### config.mk
export PLATFORM = sky130hd
export DESIGN_NAME = assoc_mem_flat
export DESIGN_NICKNAME = d
export VERILOG_FILES = /design/src/rtl/assoc_mem_pkg.sv /design/src/rtl/assoc_mem_if.sv /design/src/rtl/assoc_match.sv /design/src/rtl/assoc_mem.sv /design/src/flat_wrapper.sv
export SDC_FILE = /design/constraint.sdc
export NUM_CORES = 1
export LEC_CHECK = 0
export BUFFER_PORTS_ARGS = -buffer_cell sky130_fd_sc_hd__buf_4
export CAP_MARGIN = 30
export CORE_ASPECT_RATIO = 2
export CORE_MARGIN = 2
export CORE_UTILIZATION = 63
export CTS_CLUSTER_DIAMETER = 120
export CTS_CLUSTER_SIZE = 25
export DETAILED_ROUTE_END_ITERATION = 10
export PLACE_DENSITY_LB_ADDON = 0.12
export SLEW_MARGIN = 25
export SYNTH_ARGS = -nofsm -noshare
export SYNTH_HDL_FRONTEND = slang
export SYNTH_SLANG_ARGS = --single-unit
### constraint.sdc
create_clock -name clock -period 5.2 [get_ports clock]
set_input_delay 0.26 -clock clock [delete_from_list [all_inputs] [get_ports clock]]
set_output_delay 0.26 -clock clock [all_outputs]
set_load 0.02 [all_outputs]
### src/rtl/assoc_mem_pkg.sv
// Shared opcode and FSM state definitions for the associative memory.
package assoc_mem_pkg;

  typedef enum logic [1:0] {
    OP_LOOKUP = 2'b00,
    OP_INSERT = 2'b01,
    OP_DELETE = 2'b10,
    OP_CLEAR  = 2'b11
  } op_t;

  typedef enum logic {
    S_IDLE  = 1'b0,
    S_CLEAR = 1'b1
  } state_t;

endpackage

### src/rtl/assoc_mem_if.sv
// Request/result bundle. Handshake: a request transfers on a posedge where op_valid && op_ready;
// the requester holds op_* stable while op_ready is low. res_valid is a one-cycle pulse.
interface assoc_mem_if #(parameter int KW = 3, parameter int VW = 3, parameter int N = 4);
  localparam int IW = $clog2(N);

  logic          op_valid;
  logic          op_ready;
  logic [1:0]    op_code;
  logic [KW-1:0] op_key;
  logic [VW-1:0] op_value;
  logic          res_valid;
  logic          res_hit;
  logic [VW-1:0] res_value;
  logic [IW-1:0] res_index;

  modport master (
    output op_valid, op_code, op_key, op_value,
    input  op_ready, res_valid, res_hit, res_value, res_index
  );

  modport slave (
    input  op_valid, op_code, op_key, op_value,
    output op_ready, res_valid, res_hit, res_value, res_index
  );
endinterface

### src/rtl/assoc_match.sv
// Parallel key comparators gated by valid bits, with a lowest-index priority encoder.
module assoc_match #(
  parameter int KW = 3,
  parameter int N  = 4,
  localparam int IW = $clog2(N)
) (
  input  logic [KW-1:0]        key,
  input  logic [N-1:0][KW-1:0] keys,
  input  logic [N-1:0]         valid,
  output logic [N-1:0]         match,
  output logic                 any_hit,
  output logic [IW-1:0]        hit_index
);

  for (genvar i = 0; i < N; i++) begin : g_cmp
    assign match[i] = valid[i] && (keys[i] == key);
  end

  assign any_hit = |match;

  always_comb begin
    hit_index = '0;
    for (int i = N - 1; i >= 0; i--) begin
      if (match[i]) hit_index = IW'(i);
    end
  end

endmodule

### src/rtl/assoc_mem.sv
// Writable key->value table with valid bits, round-robin eviction when full,
// and a multi-cycle CLEAR sweep that invalidates one entry per cycle.
module assoc_mem
  import assoc_mem_pkg::*;
#(
  parameter int KW = 3,
  parameter int VW = 3,
  parameter int N  = 4
) (
  input  logic                   clock,
  input  logic                   reset,
  assoc_mem_if.slave             bus,
  output logic                   full,
  output logic [$clog2(N+1)-1:0] count,
  output state_t                 dbg_state
);
  localparam int IW = $clog2(N);
  localparam int CW = $clog2(N + 1);

  logic [N-1:0][KW-1:0] keys_q;
  logic [VW-1:0]        vals_q [N];
  logic [N-1:0]         valid_q, valid_d;
  logic [IW-1:0]        victim_q, victim_d, clr_idx_q;
  logic [CW-1:0]        count_q, count_d;
  logic                 full_q, ready_q;
  state_t               state_q;
  logic                 res_valid_q, res_hit_q;
  logic [VW-1:0]        res_value_q, res_val_d;
  logic [IW-1:0]        res_index_q, res_idx_d;
  logic [N-1:0]         match;
  logic                 any_hit;
  logic [IW-1:0]        hit_idx, free_idx, wr_idx;
  logic                 wr_en, accept;
  op_t                  op;

  function automatic logic [IW-1:0] lowest_free(input logic [N-1:0] v);
    lowest_free = '0;
    for (int i = N - 1; i >= 0; i--) begin
      if (!v[i]) lowest_free = IW'(i);
    end
  endfunction

  function automatic logic [CW-1:0] popcount(input logic [N-1:0] v);
    popcount = '0;
    for (int i = 0; i < N; i++) popcount = popcount + CW'(v[i]);
  endfunction

  assoc_match #(.KW(KW), .N(N)) u_match (
    .key       (bus.op_key),
    .keys      (keys_q),
    .valid     (valid_q),
    .match     (match),
    .any_hit   (any_hit),
    .hit_index (hit_idx)
  );

  assign accept   = bus.op_valid && ready_q;
  assign op       = op_t'(bus.op_code);
  assign free_idx = lowest_free(valid_q);

  always_comb begin
    wr_en     = 1'b0;
    wr_idx    = hit_idx;
    res_idx_d = '0;
    res_val_d = '0;
    valid_d   = valid_q;
    victim_d  = victim_q;
    if (state_q == S_CLEAR) begin
      valid_d[clr_idx_q] = 1'b0;
      if (clr_idx_q == IW'(N - 1)) victim_d = '0;
    end else if (accept) begin
      case (op)
        OP_LOOKUP: begin
          if (any_hit) begin
            res_idx_d = hit_idx;
            res_val_d = vals_q[hit_idx];
          end
        end
        OP_INSERT: begin
          wr_en = 1'b1;
          if (any_hit) begin
            wr_idx = hit_idx;
          end else if (!full_q) begin
            wr_idx = free_idx;
          end else begin
            wr_idx   = victim_q;
            victim_d = victim_q + IW'(1);
          end
          res_idx_d       = wr_idx;
          res_val_d       = (any_hit || full_q) ? vals_q[wr_idx] : '0;
          valid_d[wr_idx] = 1'b1;
        end
        OP_DELETE: begin
          // Drops every matching copy so a duplicated key cannot linger.
          if (any_hit) begin
            valid_d   = valid_q & ~match;
            res_idx_d = hit_idx;
            res_val_d = vals_q[hit_idx];
          end
        end
        default: ;
      endcase
    end
    count_d = popcount(valid_d);
  end

  always_ff @(posedge clock) begin
    if (wr_en && !reset) begin
      keys_q[wr_idx] <= bus.op_key;
      vals_q[wr_idx] <= bus.op_value;
    end
  end

  always_ff @(posedge clock) begin
    if (reset) begin
      state_q     <= S_IDLE;
      ready_q     <= 1'b1;
      valid_q     <= '0;
      victim_q    <= '0;
      count_q     <= '0;
      full_q      <= 1'b0;
      clr_idx_q   <= '0;
      res_valid_q <= 1'b0;
      res_hit_q   <= 1'b0;
      res_value_q <= '0;
      res_index_q <= '0;
    end else begin
      valid_q     <= valid_d;
      victim_q    <= victim_d;
      count_q     <= count_d;
      full_q      <= (count_d == CW'(N));
      res_valid_q <= 1'b0;
      res_hit_q   <= 1'b0;
      res_value_q <= '0;
      res_index_q <= '0;
      case (state_q)
        S_IDLE: begin
          if (accept) begin
            if (op == OP_CLEAR) begin
              state_q   <= S_CLEAR;
              ready_q   <= 1'b0;
              clr_idx_q <= '0;
            end else begin
              res_valid_q <= 1'b1;
              res_hit_q   <= any_hit;
              res_value_q <= res_val_d;
              res_index_q <= res_idx_d;
            end
          end
        end
        S_CLEAR: begin
          clr_idx_q <= clr_idx_q + IW'(1);
          if (clr_idx_q == IW'(N - 1)) begin
            state_q     <= S_IDLE;
            ready_q     <= 1'b1;
            res_valid_q <= 1'b1;
          end
        end
        default: state_q <= S_IDLE;
      endcase
    end
  end

  assign bus.op_ready  = ready_q;
  assign bus.res_valid = res_valid_q;
  assign bus.res_hit   = res_hit_q;
  assign bus.res_value = res_value_q;
  assign bus.res_index = res_index_q;
  assign full          = full_q;
  assign count         = count_q;
  assign dbg_state     = state_q;

endmodule

### src/flat_wrapper.sv
// flat-port wrapper written by rule: the top's interface ports become plain ports
module assoc_mem_flat import assoc_mem_pkg::*;
#(
  parameter int KW = 3,
  parameter int VW = 3,
  parameter int N  = 4
)
  (clock, reset, full, count, dbg_state, bus_op_valid, bus_op_code, bus_op_key, bus_op_value, bus_op_ready, bus_res_valid, bus_res_hit, bus_res_value, bus_res_index);
  assoc_mem_if #(.KW(KW), .VW(VW), .N(N)) bus_i ();
  input  logic clock;
  input  logic reset;
  output logic full;
  output logic [$clog2(N+1)-1:0] count;
  output state_t dbg_state;
  input wire logic [$bits(bus_i.op_valid)-1:0] bus_op_valid;
  input wire logic [$bits(bus_i.op_code)-1:0] bus_op_code;
  input wire logic [$bits(bus_i.op_key)-1:0] bus_op_key;
  input wire logic [$bits(bus_i.op_value)-1:0] bus_op_value;
  output wire logic [$bits(bus_i.op_ready)-1:0] bus_op_ready;
  output wire logic [$bits(bus_i.res_valid)-1:0] bus_res_valid;
  output wire logic [$bits(bus_i.res_hit)-1:0] bus_res_hit;
  output wire logic [$bits(bus_i.res_value)-1:0] bus_res_value;
  output wire logic [$bits(bus_i.res_index)-1:0] bus_res_index;
  assign bus_i.op_valid = bus_op_valid;
  assign bus_i.op_code = bus_op_code;
  assign bus_i.op_key = bus_op_key;
  assign bus_i.op_value = bus_op_value;
  assign bus_op_ready = bus_i.op_ready;
  assign bus_res_valid = bus_i.res_valid;
  assign bus_res_hit = bus_i.res_hit;
  assign bus_res_value = bus_i.res_value;
  assign bus_res_index = bus_i.res_index;
  assoc_mem #(.KW(KW), .VW(VW), .N(N)) u_core (.clock(clock), .reset(reset), .bus(bus_i), .full(full), .count(count), .dbg_state(dbg_state));
endmodule
; Word-level counts from Yosys, hierarchy flattened
; Memory sizes are Yosys's and may differ from the RTL's.
; Cells that the tools add are included.
[word_totals]
register_bits = 33
ramBits = 12
mem_count = 1
wordCells = 126
[mem_list]
columns = memory, words, word_bits, rd, rd_clocked_by_memory_dff, wr, line
row1 = u_core.vals_q, 4, 3, 2, 0, 1, assoc_mem.sv:21  ; logic [VW-1:0] vals_q [N];
[classes]
bitwise = 7
eq_ne = 13
mux = 58
order_cmp = 6
n_reduce_logical = 21
n_addsub = 5
[ops]
columns = op, count
row1 = 2-bit 2-to-1 mux, 25
row2 = 1-bit 2-to-1 mux, 16
row3 = 12-bit bitwise mux, 1
row4 = 3-bit equality test, 4
row5 = 4-bit 2-to-1 mux, 3
row6 = 1-bit logical AND, 9
row7 = 2-bit by 3-bit < comparator with 1-bit output (second input constant), 3
row8 = 3-bit 2-to-1 mux, 3
row9 = 4-bit bitwise AND, 2
row10 = 4-bit inverter, 2
row11 = 2-bit case mux with 2 select lines, 2
row12 = 4-bit case mux with 2 select lines, 1
row13 = 4-bit OR reduction, 2
row14 = 3-bit by 1-bit adder with 3-bit output, 2
row15 = 3-bit demux with 2-bit select, 1
row16 = 2-bit equality test (second input constant), 3
row17 = 2-bit by 1-bit greater-or-equal comparator with 1-bit output (second input constant), 3
row18 = 2-bit by 1-bit inequality test with 1-bit output (second input constant), 3
row19 = 1-bit case mux with 2 select lines, 3
row20 = 3-bit case mux with 2 select lines, 1
row21 = 2-bit nonzero test, 3
row22 = 5-bit AND reduction, 1
row23 = 2-bit by 1-bit adder with 2-bit output (second input constant), 2
row24 = 1-bit demux with 2-bit select, 2
row25 = 12 further kinds, 13

; Longest topological paths before layout
[depth]
ltp_word = 22
mapped_depth = 12
ltp_nobuf = 11

; Hierarchy
; A second synthesis with hierarchy kept.
[unflattened]
hier_cells = 205
area_unflattened_um2 = 2293.4
[by_module_without_submodules]
columns = mod, cells_per_inst, area_per_inst_um2, seq_area_each_um2, n_inst
row1 = assoc_mem, 179, 2070.7, 1141.1, 1
row2 = assoc_match, 26, 222.7, 0.0, 1

; Least setup slack after synthesis
; No wires, ideal clock.
[synth_timing]
path_kind = register to register
start = register u_core.full_q (netlist: u_core.full)
end = register u_core.count_q[1] (netlist: u_core.count[1])
setup_slack_ns = 2.473
stages_incl_launch_ff = 10
synth_period_minus_slack_ns = 2.727
arrival_time_ns = 2.600
setup_ns = 0.127
path_cell_list = dfxtp_1 > mux2_2 > o31ai_1 > and2_1 > a31oi_1 > o32ai_2 > ha_1 > fa_1 > ha_1 > nor2b_1
[synth_via]
elab_chain_len = 16
word_cells_on_any_way = 17
cone_classes = add/sub (3) / order compare (2) / mux (10) / bitwise (1) / reduce/logical (1)
[synth_lines]
columns = element, line
row1 = from (decl), assoc_mem.sv:25  ; logic full_q, ready_q;
row2 = from (signal assigned), assoc_mem.sv:131  ; full_q <= (count_d == CW'(N));
row3 = 2-bit 2-to-1 mux *, assoc_mem.sv:83  ; end else if (!full_q) begin
row4 = 2-bit 2-to-1 mux *, assoc_mem.sv:81  ; if (any_hit) begin
row5 = 2-bit 2-to-1 mux *, assoc_mem.sv:72  ; case (op)
row6 = 2-bit 2-to-1 mux *, assoc_mem.sv:71  ; end else if (accept) begin
row7 = 2-bit 2-to-1 mux *, assoc_mem.sv:68  ; if (state_q == S_CLEAR) begin
row8 = 2-bit by 3-bit < comparator with 1-bit output (not written as such) / 2-bit by 1-bit greater-or-equal comparator with 1-bit output (equally long branches), assoc_mem.sv:91  ; valid_d[wr_idx] = 1'b1;
row9 = 1-bit logical AND (not written as such), assoc_mem.sv:91
row10 = 1-bit 2-to-1 mux (not written as such), assoc_mem.sv:91
row11 = 1-bit demux with 2-bit select *, n/a
row12 = 4-bit bitwise OR (no source line) *, n/a
row13 = 4-bit case mux with 2 select lines *, assoc_mem.sv:72
row14 = 4-bit 2-to-1 mux *, assoc_mem.sv:71
row15 = 4-bit 2-to-1 mux *, assoc_mem.sv:68
row16 = named net u_core.valid_d[0], assoc_mem.sv:22  ; logic [N-1:0] valid_q, valid_d;
row17 = 1-bit by 1-bit adder with 2-bit output *, assoc_mem.sv:45  ; for (int i = 0; i < N; i++) popcount = popcount + CW'(v[i]);
row18 = 3-bit by 1-bit adder with 3-bit output * (2 in a row), assoc_mem.sv:45
row19 = named net u_core.count_d[1], assoc_mem.sv:24  ; logic [CW-1:0] count_q, count_d;
row20 = to (signal assigned), assoc_mem.sv:130  ; count_q <= count_d;
row21 = to (decl), assoc_mem.sv:24
; The timed path passes the listed nets; every way through them passes the cells marked *. The select of a mux whose other input is x is not followed.
; A chain may end at the register's enable or synchronous reset.

; Final worst setup path
[layout_timing]
start = register u_core.keys_q[9] (netlist bit)
end = register u_core.full_q (netlist: u_core.full)
[layout_via]
elab_chain_len = 22
word_cells_on_any_way = 27
cone_classes = add/sub (3) / order compare (2) / eq/ne (2) / mux (14) / bitwise (3) / reduce/logical (3)
[layout_lines]
columns = element, line
row1 = from (decl), assoc_mem.sv:20  ; logic [N-1:0][KW-1:0] keys_q;
row2 = "from (signal, indexed assignment)", assoc_mem.sv:109  ; keys_q[wr_idx] <= bus.op_key;
row3 = 3-bit equality test *, assoc_match.sv:16  ; assign match[i] = valid[i] && (keys[i] == key);
row4 = 1-bit logical AND *, assoc_match.sv:16
row5 = 2-bit 2-to-1 mux (4 in a row), assoc_match.sv:24  ; if (match[i]) hit_index = IW'(i);
row6 = 2-bit 2-to-1 mux, assoc_mem.sv:81
row7 = 2-bit 2-to-1 mux, assoc_mem.sv:72
row8 = 2-bit 2-to-1 mux, assoc_mem.sv:71
row9 = 2-bit 2-to-1 mux, assoc_mem.sv:68
row10 = 2-bit by 3-bit < comparator with 1-bit output (not written as such) / 2-bit by 1-bit greater-or-equal comparator with 1-bit output (equally long branches), assoc_mem.sv:91
row11 = [... 4 more ...], n/a
row12 = 4-bit case mux with 2 select lines *, assoc_mem.sv:72
row13 = 4-bit 2-to-1 mux *, assoc_mem.sv:71
row14 = 4-bit 2-to-1 mux *, assoc_mem.sv:68
row15 = named net u_core.valid_d[1], assoc_mem.sv:22
row16 = 1-bit by 1-bit adder with 2-bit output *, assoc_mem.sv:45
row17 = 3-bit by 1-bit adder with 3-bit output * (2 in a row), assoc_mem.sv:45
row18 = named net u_core.count_d[1], assoc_mem.sv:24
row19 = 3-bit equality test *, assoc_mem.sv:131
; Marks and branches as above.

==> metrics.yaml <==
status: "completed"
io_pins: 24
fin_worst_skew_ps: 8.24
cell_internal_pwr_w: 0.000492
tns_ps: 0
port-buffer-count: 23
nFillCells: 289
switchingPower_w: 0.000146
critPathSlowestCell: "a21oi_2"
mostFrequentLayoutCell: "edfxtp_1"
dp_hpwl_um: 3960
dpl.cell_count: 282
seq_area_mm2: 0.00114
synth_top_family_by_area: "simple AND/OR/NAND/NOR gates"
grt_usage: 0.279
synthesis.area_mm2: 0.00240
synth_edf_count: 24
endpoint_kind: "flop"
coreArea_mm2: 0.00365
ctsResizeCount: 0
synthCells: 216
hold_class: "input port to flop"
crit_buf_inv: 0
synth-simple-area-share: 0.180
wl_per_cell_um: 18.0
hold_buffers: 0
initial_utilization: 0.659
grt_pass1_wl_um: 8610
tightest_slew_ps: 834
path_cells: "xnor2_1 > nand4bb_1 > a21oi_2 > o211ai_2 > o41ai_2 > ha_1 > fa_1 > ha_1 > nor3b_1"
syn_to_final_growth_pct: 11.6
power_density_mw_per_mm2: 238
slowest_delay_ps: 440
drtIter0Drc: 66
crit_family: "adder cells"
mostFrequentLayoutCells: "edfxtp_1, buf_4, nor2_1"
die_w_um: 47.7
ys_types: 62
critical_path.most_common_cell: "ha_1"
synthAdderAreaFrac: 0.0604
multi_input_area_mm2: 0.00119
async_reset_ff_frac: 0
stdcell_count: 290
grt_pass1_vias: 1847
numCtsBuffers: 5
dr.pass1.iters: 4
ir_worst_vdd_mv: 0.159
die_h_um: 91.3
path_class: "flop to flop"
worstPathRequired_ps: 5420
seq_power_share: 0.598
max_clock_freq_ghz: 0.311
p_leak_nw: 1.03
postSynthAreaPerCell_um2: 11.1
dieArea_mm2: 0.00435
cts.clk_slew.worst_paths_ps: 80
rsz0062_at_grt: "false"
crit_path_max_fanout: 6
cts_tree: "yes"
antenna_found_initial: 0
ys_ff_latch: 45
insertedDiodeCount: 0
grt_overflow: 0
vias_per_cell: 6.18
synth-compound-area-share: 0.156
place_congestion: 0.921
swShare: 0.229
nets: 262
num_rows: 31
comb_power_share: 0.082
drtAntennaViolNets: 0
h-tree-depth: 2
cp.arrival_ps: 3430
synthXorXnorAreaFrac: 0.0438
relSlewSlack: 0.443
clock_sinks: 45
post-cts-setup-buffers: 0
clk_path_buf_depth: 2
slew_viol_final: 0
maxCapViolations: 0
busiest_layer: "met2"
drc: 0
pwr-share-clk: 0.320
synthFlopType: "edfxtp_1"
wirelength_um: 5230
cts_root_buffer: "clkbuf_8"
grt_use_met3: 0.0537
layout_min_cycle_time_ps: 3210
setup_viol: 0
seq_area_frac_synth: 0.475
drive_gt1_frac: 0.195
startpoint_type: "flop"
insertion_delay_ps: 300
fin_crit_sh: 0.618
use_met1: 0.278
grt_max_degree: 24
ys_warn_count: 0
vias: 1793
hold_violations: 0
syn_nets: 238
synthMuxAreaShare: 0.0557
use_met2: 0.484
worst reg2reg max path: stages (launching register included):
cell       delay [ps]
edfxtp_1          400
xnor2_1           300
nand4bb_1         280
a21oi_2           440
o211ai_2          170
o41ai_2           330
ha_1              330
fa_1              400
ha_1              300
nor3b_1           190
area by class of cell:
cell class / count / area share
Clock buffer: 7 / 0.0285
Clock inverter: 1 / 0.00187
Inverter: 9 / 0.0126
Multi-Input combinational cell: 156 / 0.444
Sequential cell: 45 / 0.426
Tap cell: 49 / 0.0229
Timing Repair Buffer: 23 / 0.0644
Yosys cell counts (2+ instances only):
cell | number | share of area
o2bb2ai_1 | 2 | 0.0073
o22ai_1 | 3 | 0.0078
nor2b_1 | 7 | 0.018
dfxtp_1 | 21 | 0.17
nor4_1 | 3 | 0.0078
xor2_1 | 2 | 0.0073
ha_1 | 10 | 0.052
mux2i_1 | 10 | 0.042
and2_1 | 2 | 0.0052
a21boi_0 | 2 | 0.0062
nor2_1 | 22 | 0.034
a21oi_1 | 7 | 0.015
mux2_2 | 3 | 0.014
nor3_1 | 5 | 0.010
o21ai_0 | 4 | 0.0083
a31oi_1 | 2 | 0.0052
nand3b_1 | 2 | 0.0062
nand2_1 | 14 | 0.022
clkbuf_1 | 4 | 0.0062
xnor2_1 | 10 | 0.036
nand3_1 | 7 | 0.015
inv_1 | 9 | 0.014
edfxtp_1 | 24 | 0.30
a2111oi_0 | 2 | 0.0073
buf_6 | 2 | 0.0094
stage by stage:
step / setup WS (ps) / util / cell area (um2) / hold WS (ps) / total power [W]
floorplan: 2470 / - / 2400 / 332 / 0.000421
global placement: 2190 / 0.713 / 2600 / 457 / 0.000439
detailed placement: 2090 / 0.713 / 2600 / 462 / 0.000441
CTS: 2070 / 0.735 / 2680 / 156 / 0.000641
global route: 1810 / 0.735 / 2680 / 160 / 0.000658
finish: 1990 / 0.735 / 2680 / 162 / 0.000638
final timing paths:
kind                                          from                  end  slack (ps)  cells after the start
worst max register to register    u_core.keys_q[9]          u_core.full        1990                      9
worst min register to register  u_core.victim_q[0]   u_core.victim_q[1]         560                      2
worst min-delay path               bus_op_value[1]  u_core.vals_q[0][1]         160                      1
worst max-delay path              u_core.keys_q[9]          u_core.full        1990                      9
flip-flops by register name, summed over array words and instances, names as in the netlist, 2 cells and up:
register / count
u_core.keys_q: 12
u_core.count: 3
u_core.victim_q: 2
u_core.vals_q: 12
u_core.valid_q: 4
u_core.bus.res_value: 3
u_core.bus.res_index: 2
u_core.clr_idx_q: 2
kinds of logic after synthesis:
group	Yosys count
buf+inv	15
xor+xnor	12
simple gates	76
fa+ha+maj	11
mux	13
flops	45
compound gates	44
metal layers:
layer	vias to the layer above	share of wire
met5	-	0
met1	862	0.34
met2	63	0.58
li1	845	-
met3	23	0.036
met4	0	0.042
power by group through the flow:
stage	sequential, W	clock [W]	combinational (W)
after floorplan	0.000389	0	0.0000317
after global placement	0.000389	0	0.0000497
after detailed placement	0.000390	0	0.0000516
after CTS	0.000381	0.000207	0.0000523
after global routing	0.000382	0.000218	0.0000574
final	0.000382	0.000204	0.0000525
Note: power is estimated with default switching activity, not from simulation.
